**config.mk**
```make
export PLATFORM = sky130hd
export DESIGN_NAME = scan_seq_ctrl
export DESIGN_NICKNAME = d
export VERILOG_FILES = /design/src/rtl/scan_seq_pkg.sv /design/src/rtl/scan_shift_cnt.sv /design/src/rtl/scan_seq_ctrl.sv
export SDC_FILE = /design/constraint.sdc
export NUM_CORES = 1
export LEC_CHECK = 0
export CORE_ASPECT_RATIO = 0.5
export CORE_MARGIN = 2
export CORE_UTILIZATION = 25
export CTS_BUF_LIST = sky130_fd_sc_hd__clkbuf_8
export DETAILED_ROUTE_END_ITERATION = 10
export GPL_ROUTABILITY_DRIVEN = 0
export SYNTH_ARGS = -nofsm -noshare
export SYNTH_HDL_FRONTEND = slang
export SYNTH_SLANG_ARGS = --single-unit
```
**constraint.sdc**
```tcl
create_clock -name clk -period 1.4 [get_ports clk]
set_input_delay 0.21 -clock clk [delete_from_list [all_inputs] [get_ports clk]]
set_output_delay 0.21 -clock clk [all_outputs]
set_load 0.05 [all_outputs]
```
**src/rtl/scan_seq_pkg.sv**
```systemverilog
// Shared types and default chain geometry for the scan sequencing controller.
package scan_seq_pkg;

    localparam int L0_DEFAULT = 3;
    localparam int L1_DEFAULT = 2;

    typedef enum logic [2:0] {
        IDLE,
        LOAD,
        CAPTURE,
        UNLOAD,
        RESP
    } state_e;

endpackage

```
**src/rtl/scan_shift_cnt.sv**
```systemverilog
// Clearable up-counter that stops at N-1 and flags the terminal count.
module scan_shift_cnt #(
    parameter int N = 3,
    parameter int W = $clog2(N + 1)
) (
    input  logic         clk,
    input  logic         rst_n,
    input  logic         clr_i,
    input  logic         en_i,
    output logic [W-1:0] cnt_o,
    output logic         tc_o
);

    logic [W-1:0] cnt_q, cnt_d;

    assign tc_o  = (cnt_q == W'(N - 1));
    assign cnt_o = cnt_q;

    always_comb begin
        cnt_d = cnt_q;
        if (clr_i)
            cnt_d = '0;
        else if (en_i && !tc_o)
            cnt_d = cnt_q + W'(1);
    end

    // NOTE: sequential state uses non-blocking assignments so every flop samples pre-edge values.
    always_ff @(posedge clk or negedge rst_n) begin
        if (!rst_n)
            cnt_q <= '0;
        else
            cnt_q <= cnt_d;
    end

endmodule

```
**src/rtl/scan_seq_ctrl.sv**
```systemverilog
// Scan pattern sequencer: loads two chains serially, pulses one capture cycle,
// unloads both tails into a response register and holds it until consumed.
module scan_seq_ctrl
    import scan_seq_pkg::*;
#(
    parameter int L0 = L0_DEFAULT,
    parameter int L1 = L1_DEFAULT
) (
    input  logic          clk,
    input  logic          rstb,
    input  logic          pat_valid,
    output logic          pat_ready,
    input  logic [L0-1:0] pat_si0,
    input  logic [L1-1:0] pat_si1,
    output logic          test_en,
    output logic          test_si0,
    output logic          test_si1,
    output logic          ce0,
    output logic          ce1,
    input  logic          test_so0,
    input  logic          test_so1,
    output logic          rsp_valid,
    input  logic          rsp_ready,
    output logic [L0-1:0] rsp_so0,
    output logic [L1-1:0] rsp_so1,
    output logic          busy
);

    localparam int N  = L0;
    localparam int CW = $clog2(N + 1);

    // NOTE: reset asserts asynchronously but releases only after two clean clock edges.
    logic [1:0] rst_sync_q;
    logic       rst_n;

    always_ff @(posedge clk or negedge rstb) begin
        if (!rstb)
            rst_sync_q <= '0;
        else
            rst_sync_q <= {rst_sync_q[0], 1'b1};
    end

    assign rst_n = rst_sync_q[1];

    state_e        state_q, state_d;
    logic [L0-1:0] pat0_q, pat0_d, rsp0_q, rsp0_d;
    logic [L1-1:0] pat1_q, pat1_d, rsp1_q, rsp1_d;
    logic [CW-1:0] cnt;
    logic          cnt_tc;
    logic          load_ce1;

    scan_shift_cnt #(.N(N), .W(CW)) u_cnt (
        .clk   (clk),
        .rst_n (rst_n),
        .clr_i (state_d != state_q),
        .en_i  (state_q == LOAD || state_q == UNLOAD),
        .cnt_o (cnt),
        .tc_o  (cnt_tc)
    );

    // The shorter chain is loaded during the last L1 cycles so both finish together.
    if (L1 == L0) begin : g_ce1_full
        assign load_ce1 = 1'b1;
    end else begin : g_ce1_late
        assign load_ce1 = (cnt >= CW'(N - L1));
    end

    // NOTE: every always_comb output gets a default first, so no path can infer a latch.
    always_comb begin
        state_d   = state_q;
        pat0_d    = pat0_q;
        pat1_d    = pat1_q;
        rsp0_d    = rsp0_q;
        rsp1_d    = rsp1_q;
        pat_ready = 1'b0;
        rsp_valid = 1'b0;
        test_en   = 1'b1;
        ce0       = 1'b0;
        ce1       = 1'b0;
        test_si0  = 1'b0;
        test_si1  = 1'b0;

        case (state_q)
            IDLE: begin
                pat_ready = 1'b1;
                if (pat_valid) begin
                    pat0_d  = pat_si0;
                    pat1_d  = pat_si1;
                    state_d = LOAD;
                end
            end
            LOAD: begin
                ce0      = 1'b1;
                ce1      = load_ce1;
                test_si0 = pat0_q[L0-1];
                pat0_d   = pat0_q << 1;
                if (load_ce1) begin
                    test_si1 = pat1_q[L1-1];
                    pat1_d   = pat1_q << 1;
                end
                if (cnt_tc)
                    state_d = CAPTURE;
            end
            CAPTURE: begin
                test_en = 1'b0;
                ce0     = 1'b1;
                ce1     = 1'b1;
                state_d = UNLOAD;
            end
            UNLOAD: begin
                ce0    = 1'b1;
                ce1    = (cnt < CW'(L1));
                rsp0_d = (rsp0_q << 1) | L0'(test_so0);
                if (cnt < CW'(L1))
                    rsp1_d = (rsp1_q << 1) | L1'(test_so1);
                if (cnt_tc)
                    state_d = RESP;
            end
            RESP: begin
                rsp_valid = 1'b1;
                if (rsp_ready)
                    state_d = IDLE;
            end
            default: state_d = IDLE;
        endcase
    end

    always_ff @(posedge clk or negedge rst_n) begin
        if (!rst_n) begin
            state_q <= IDLE;
            pat0_q  <= '0;
            pat1_q  <= '0;
            rsp0_q  <= '0;
            rsp1_q  <= '0;
        end else begin
            state_q <= state_d;
            pat0_q  <= pat0_d;
            pat1_q  <= pat1_d;
            rsp0_q  <= rsp0_d;
            rsp1_q  <= rsp1_d;
        end
    end

    assign rsp_so0 = rsp0_q;
    assign rsp_so1 = rsp1_q;
    assign busy    = (state_q != IDLE);

endmodule

```
# [Yosys cells after proc, flatten, opt, wreduce, memory -nomap -nowiden]
# Index checks and enable logic that the tools add are counted.
# Widths: inputs -> output; s select.
[totals] input_bits=11 regBits=17
[classes] n_eq_ne=8 n_reduce_logical=11 muxes=20 n_lt_le_gt_ge=2 bitwise_logic=2 add_sub_neg=1
[ops] op="$mux 3" n=5
[ops] op="$pmux 3 s5" n=1
[ops] op="$mux 2" n=4
[ops] op="$mux 1" n=7
[ops] op="$eq 3x2->1 const B" n=2
[ops] op="$pmux 3 s2" n=1
[ops] op="$ne 2x2->1 const B" n=2
[ops] op="$pmux 2 s2" n=1
[ops] op="$reduce_and 2->1" n=2
[ops] op="$reduce_bool 2->1" n=2
[ops] op="$eq 3x1->1 const B" n=1
[ops] op="$eq 3x3->1 const B" n=1
[ops] op="$logic_not 3->1" n=1
[ops] op="$ne 3x3->1" n=1
[ops] op="$or 3x1->3" n=1
[ops] op="$pmux 1 s3" n=1
[ops] op="$reduce_and 3->1" n=1
[ops] op="$reduce_bool 3->1" n=1
[ops] op="$reduce_or 3->1" n=1
[ops] op="$add 2x1->2 const B" n=1
[ops] op="$eq 2x2->1 const B" n=1
[ops] op="$ge 2x1->1 const B" n=1
[ops] op="$lt 2x2->1 const B" n=1
[ops] op="$or 2x1->2" n=1
[ops] op="other kinds (3)" n=3

# [Longest topological paths before layout]
[logic_depth] depth_word=5 depth_mapped=5

# [Modules after synthesis]
# Synthesis repeated with hierarchy kept, for this count alone.
[unflattened] hier_cells=80 area_unflattened_um2=870.8
[modules_own_cells] module="scan_seq_ctrl" cells_each=69 instances=1 area_per_inst_um2=740.7
[modules_own_cells] module="scan_shift_cnt" cells_each=11 instances=1 area_per_inst_um2=130.1

# [Worst setup path before layout]
# No wires, ideal clock.
[synth_timing] path_kind="register -> output" start="register state_q[0]" end="output port pat_ready" path_slack_ns=-0.400 required_ns=1.190 n_path_buf=1 arrival_time_ns=1.590 path_stages_with_launch=4 path_cell_list="dfrtp_1 -> buf_4 -> or3_1 -> inv_1"
[synth_via] elab_chain_len=2
[synth_rtl] item="from (decl)" line_no="scan_seq_ctrl.sv:45" source="state_e state_q, state_d;"
[synth_rtl] item="from (signal assigned)" line_no="scan_seq_ctrl.sv:136" source="state_q <= state_d;"
[synth_rtl] item="$logic_not 3->1" line_no="scan_seq_ctrl.sv:83" source="case (state_q)"
[synth_rtl] item="$mux 1" line_no="scan_seq_ctrl.sv:83"
[synth_rtl] item="to (decl)" line_no="scan_seq_ctrl.sv:12" source="output logic pat_ready,"
# No other way between the ends.

# [Final worst setup path]
[layout_timing] start="register state_q[1]" end="output port rsp_valid"
[layout_via] elab_chain_len=2
[layout_rtl] item="$eq 3x3->1" line_no="scan_seq_ctrl.sv:83"
[layout_rtl] item="$mux 1" line_no="scan_seq_ctrl.sv:83"
[layout_rtl] item="to (decl)" line_no="scan_seq_ctrl.sv:22" source="output logic rsp_valid,"
# No other way between the ends.

==> results_dict.tcl <==
set metrics [dict create \
    status "finished, violations left" \
    violations "negative setup slack" \
    h-tree-depth 1 \
    yosysWarnings 0 \
    drtAntennaViolNets 0 \
    die_area_um2 3910 \
    crit_path_end_kind "output port" \
    pwr-share-clk_pct 7.6 \
    grt_pass1_vias 746 \
    insertion_delay_ns 0.26 \
    wire_per_inst_um 13.8 \
    r2r_slack_ns -0.21 \
    start_kind "register" \
    dp_worst_setup_slack_ns -0.200 \
    synth_seq_cells 17 \
    yosysSeqAreaShare_pct 50.0 \
    fmax_mhz 597 \
    clkSlewWorstSetupHoldPaths_ns 0.07 \
    dp_cells 153 \
    cts_buffer_depth 2 \
    syn_nets 89 \
    clkSinkCount 17 \
    combinationalPowerShare_pct 72.7 \
    rsz0062_at_grt "true" \
    crit_start "state_q[1]" \
    maxSlewViolCount 0 \
    netlist_area_um2 851 \
    nets 149 \
    path_class "reg2out" \
    crit_arrival_ns 1.46 \
    finalWorstSetupSlack_ns -0.274 \
    drive_gt1_share_pct 64.4 \
    reg2reg_from "state_q[1]" \
    num_rows 14 \
    final_common_cell "buf_4" \
    crit_fanout 5 \
    p_int_w 0.00286 \
    n_antenna_cell 0 \
    regToRegEndpoint "pat0_q[2]" \
    r2r_cells 6 \
    start_util_pct 27.3 \
    area_growth_pct 103 \
    place_hpwl_mm 1.45 \
    antenna_found_initial 0 \
    period_share_pct 120 \
    fillers 263 \
    synth_cell_types 27 \
    cts_buffers 3 \
    finalSetupViolations 17 \
    syn_avg_cell_area_um2 11.2 \
    drv_cap 0 \
    tightest_slew_ns 0.672 \
    power.leakage_nw 0.771 \
    tns_ns -2.93 \
    route.detailed.drc 0 \
    vias 785 \
    overflow 0 \
    vias_per_cell 4.49 \
    peakVddDrop_mv 1.30 \
    hold_path_class "in2async" \
    die_x_um 86.5 \
    p_switching_w 0.00198 \
    final_cell_mix "25 x buf_4, 15 x dfrtp_1, 11 x buf_12, 11 x buf_6, 10 x clkdlybuf4s50_1" \
    skew_ns 0.00758 \
    cellPowerDensity_nw_per_um2 2800 \
    postSynthCellCount 76 \
    grt_usage_pct 11.7 \
    grt_max_degree 16 \
    final-hold-violation-count 0 \
    die_h_um 45.3 \
    p_total_w 0.00484 \
    grt_pass1_wl_mm 3.45 \
    seqPwrFrac_pct 19.7 \
    cts_tree "built" \
    drtPass1Iterations 4 \
    cts_root_buffer "clkbuf_8" \
    io_pins 24 \
    fin_crit_ns 1.67 \
    ctsHoldBuffers 0 \
    crit_required_ns 1.19 \
    cp-endpoint "rsp_valid" \
    drt-initial-drc-count 18 \
    place.port_buffers 23 \
    final_cell_count_no_fill 175 \
    slew_headroom_pct 55.2 \
    switching_share_pct 40.9 \
    coreArea_um2 3120 \
    wirelength_mm 2.42 \
]
-- area by class of cell --
| cell class | count | area [µm²] | area share (%) |
|---|---|---|---|
| Inverter | 5 | 22.5 | 1.30 |
| Clock buffer | 3 | 41.3 | 2.39 |
| Sequential cell | 17 | 428 | 24.8 |
| Multi-Input combinational cell | 51 | 534 | 30.9 |
| Timing Repair Buffer | 58 | 647 | 37.5 |
| Clock inverter | 1 | 3.75 | 0.217 |
| Tap cell | 40 | 50.0 | 2.90 |
-- cells by family (layout without fill, tap and decap cells) --
logic type,after synthesis,in the layout,synth area share (%)
DFF,17,17,50.0
xor gates and xnor gates,1,1,1.03
muxes,6,6,7.94
buffers and inverters,8,67,4.56
other,1,1,0.441
AOI/OAI and AO/OA,8,8,8.82
adders and majority gates,2,2,2.94
and+or+nand+nor,33,33,24.3
-- synth_stat cells (all sizes together) --
library cell,instances,area [µm²]
a2111oi,1,15.0
a22o,2,17.5
a22oi,1,7.51
and2,2,12.5
buf,3,20.0
conb,1,3.75
dfrtp,17,425
ha,2,25.0
inv,5,18.8
mux2,6,67.6
nand2,5,18.8
nand3,1,5.00
nand3b,1,7.51
nor2,10,37.5
nor2b,1,6.26
nor3,4,20.0
nor3b,3,22.5
nor4b,2,38.8
o22ai,3,18.8
o32ai,1,16.3
or3,1,6.26
or3b,2,17.5
or4b,1,13.8
xor2,1,8.76
-- how the worst min path moves through the flow --
| stage | endpoint | depth (start not counted) | startpoint | slack (ns) |
|---|---|---|---|---|
| after floorplan | rst_sync_q[0] | 0 | rstb | -0.09 |
| after global placement | rsp_so0[0] | 0 | rst_sync_q[1] | 0.28 |
| after detailed placement | rsp_so1[1] | 0 | rst_sync_q[1] | 0.28 |
| after CTS | rst_sync_q[0] | 1 | rstb | 0.11 |
| after global routing | rst_sync_q[0] | 1 | rstb | 0.11 |
| final | rst_sync_q[0] | 1 | rstb | 0.12 |
-- critical path, cell delays in order (launching register included) --
cell     delay (ns)
dfrtp_1        0.42
buf_6          0.16
buf_6          0.11
buf_6          0.11
nor2_4         0.14
nand2_2        0.08
inv_2          0.07
buf_12         0.13
-- layer usage --
| layer | global-route usage, % | wire length [µm] | vias up |
|---|---|---|---|
| met5 | 0 | 0 | - |
| met4 | 3.75 | 16 | 0 |
| met3 | 3.47 | 66 | 2 |
| met2 | 19.1 | 1190 | 12 |
| met1 | 15.3 | 1150 | 388 |
| li1 | - | - | 383 |
-- power groups by stage --
stage / clock (W) / sequential (W) / combinational, W
global route: 0.000399 / 0.000993 / 0.00371
finish: 0.000365 / 0.000955 / 0.00352
CTS: 0.000378 / 0.000950 / 0.00302
detailed placement: 0 / 0.000945 / 0.00267
floorplan: 0 / 0.00111 / 0.00126
global placement: 0 / 0.000941 / 0.00264
-- stage by stage --
step                instance area, µm²  util (%)  hold WS (ns)
global route                      1730      55.4         0.105
detailed placement                1360      43.6         0.278
finish                            1730      55.4         0.117
global placement                  1360      43.6         0.282
CTS                               1550      49.6         0.111
floorplan                          871         -       -0.0856
-- registers in the layout, indices dropped and copies added, names as in the netlist --
name	count
pat0_q	3
rst_sync_q	2
pat1_q	2
state_q	3
rsp_so0	3
u_cnt.cnt_o	2
rsp_so1	2
-- repair_timing --
action,in CTS,in global routing
resized for setup,23,22
setup endpoints to repair,20,20
setup buffers,6,12
gates cloned,0,0
pin swaps,12,12
endpoints found under the hold margin,0,0
No activity file was read; power rests on OpenSTA's default activity.
==> RTL change (same flow settings) <==
`L0_DEFAULT`: 3 -> 5.
--- a/src/rtl/scan_seq_pkg.sv
+++ b/src/rtl/scan_seq_pkg.sv
@@ -1,7 +1,7 @@
 // Shared types and default chain geometry for the scan sequencing controller.
 package scan_seq_pkg;
 
-    localparam int L0_DEFAULT = 3;
+    localparam int L0_DEFAULT = 5;
     localparam int L1_DEFAULT = 2;
 
     typedef enum logic [2:0] {
Interface: changed (resized pat_si0 and rsp_so0); port bits go from 24 to 28. The function was not compared with the original's and may differ.
==> RTL change against the original RTL <==
The flow still finishes with violations (negative setup slack); sequential cell count up 5; sequential share of layout area is 3.1 points higher; fmax is 12% lower; die area increased by 23%; final area grew 14%; wire length grew 11%; worst setup slack got worse by 0.23 ns; worst hold slack worse by 0.012 ns; cell count grew 17%; synthesized area up 25%; power rose by 6.4%; critical endpoint is now ce1; highest routed layer is now met3.
==> RTL change: results (changes against the original RTL) <==
Status: finished with violations
Violated checks: negative setup slack
PostCTS Resize Cnt: 22 (-4.3%)
DR pass1 iterations: 4 (unchanged)
Slowest cell on crit path: or3b_4
CP delay by family, top: simple AND/OR/NAND/NOR gates
Via/cell ratio: 4.52 (+0.81%)
Seq pwr: 0.00115 W (+20%)
CTS Root Cell: clkbuf_8
Mapped Cells: 96 (+26%)
Min-delay worst type: input port to asynchronous set/reset pin
Synth top cells by count: dfrtp_1, nand2_1, inv_1
Int Power: 0.00304 W (+6.3%)
Setup bufs post-CTS: 7 (+1)
Routed WL: 2680 um (+11%)
Sequential area share after synthesis: 0.519 (+0.0189)
Pleak: 0.857 nW (+11%)
Clock-pin slew on the worst setup and hold paths: 0.07 ns (about the same)
Max H-tree Level: 1 (unchanged)
Async S/R FF share, synth: 1.00 (unchanged)
Cell area after placement: 1680 um^2 (+23%)
Initial antenna violation count: 0 (unchanged)
Num CTS Buffers: 3 (unchanged)
Setup Viol. Count Final: 17 (unchanged)
Total routing usage reported by global routing: 0.113 (-0.00384)
Drt wl/cell: 13.1 um (-5.5%)
P&R area growth vs syn: 86.2%
Synth area leaders: dfrtp_1, mux2_2, nand2_1, ha_1, buf_6
Fill cells: 329 (+25%)
Crit Path Max Fanout: 3 (-2)
Setup TNS: -3.01 ns (-0.0819 ns)
Max rail drop VDD: 0.000891 V (-32%)
Largest net degree at the start of global routing: 21 (+5)
Clock skew: 0.00254 ns (-0.00504 ns)
Number of global-route vias before repair: 950 (+27%)
Combinational share of power: 0.690 (-0.037)
Clock latency on the worst-skew pair: 0.26 ns (about the same)
Synth unique cells: 32 (+19%)
Number of port buffers: 27 (+17%)
Initial DRC Count: 37 (+19)
Worst setup margin: -0.502 ns (-0.228 ns)
Final net count: 168 (+13%)
First-pass GRT wire length: 4250 um (+23%)
Layout cells sized above 1: 0.556 (-0.0882)
CP Data Arrival Time: 1.69 ns (+0.23 ns)
Post-route ant nets: 0 (unchanged)
Synthesis Warnings: 0 (unchanged)
DP Wirelength: 1760 um (+22%)
Pre-CTS setup slack: -0.318 ns (-0.119 ns)
Pwr Total: 0.00514 W (+6.4%)
Post-Syn Nets: 112 (+26%)
CP peak stage delay: 0.41 ns
DP Cell Count: 190 (+24%)
-- RTL change: cell count changes after synthesis, moves of 4 or more --
cell	unedited run	this run
nand2_1	5	11
dfrtp_1	17	22
nor2_1	10	6
nor3_1	4	0
-- RTL change: cell families (layout without fill, tap and decap cells) --
group           after synthesis  in the layout  synth area share
flops                        22             22             0.519
buf+inv                      13             67            0.0696
simple gates                 30             31             0.157
fa+ha+maj                     3              3            0.0354
other cells                   1              1           0.00353
mux                           7              7            0.0743
compound gates               19             19             0.133
xor+xnor                      1              1           0.00826
-- RTL change: per-layer routing --
metal | GRT usage | part of all wire | up-vias
met5 | 0 | 0 | -
met4 | 0.0143 | 0 | 0
met3 | 0.0321 | 0.023 | 0
met2 | 0.198 | 0.53 | 13
met1 | 0.143 | 0.44 | 469
li1 | - | - | 445
-- RTL change: layout make-up --
cell class	instances	area share
Timing Repair Buffer	55	0.346
Multi-Input combinational cell	62	0.295
Sequential cell	22	0.279
Tap cell	54	0.0342
Clock buffer	4	0.0279
Inverter	8	0.0184
-- RTL change: final timing paths --
path	from	endpoint	slack [ns]	cells after the start
worst max-delay path	u_cnt.cnt_o[0]$_DFFE_PN0P_	ce1	-0.50	6
worst min-delay path	rstb	rst_sync_q[1]$_DFF_PN0_	0.10	1
worst max register to register	state_q[1]$_DFF_PN0_	pat1_q[1]$_DFFE_PN0P_	-0.17	5
worst min register to register	rst_sync_q[1]$_DFF_PN0_	rsp_so0[1]$_DFFE_PN0P_	0.21	1
max in group asynchronous	rst_sync_q[1]$_DFF_PN0_	state_q[2]$_DFF_PN0_	0.98	1
min in group clk	rst_sync_q[0]$_DFF_PN0_	rst_sync_q[1]$_DFF_PN0_	0.35	0
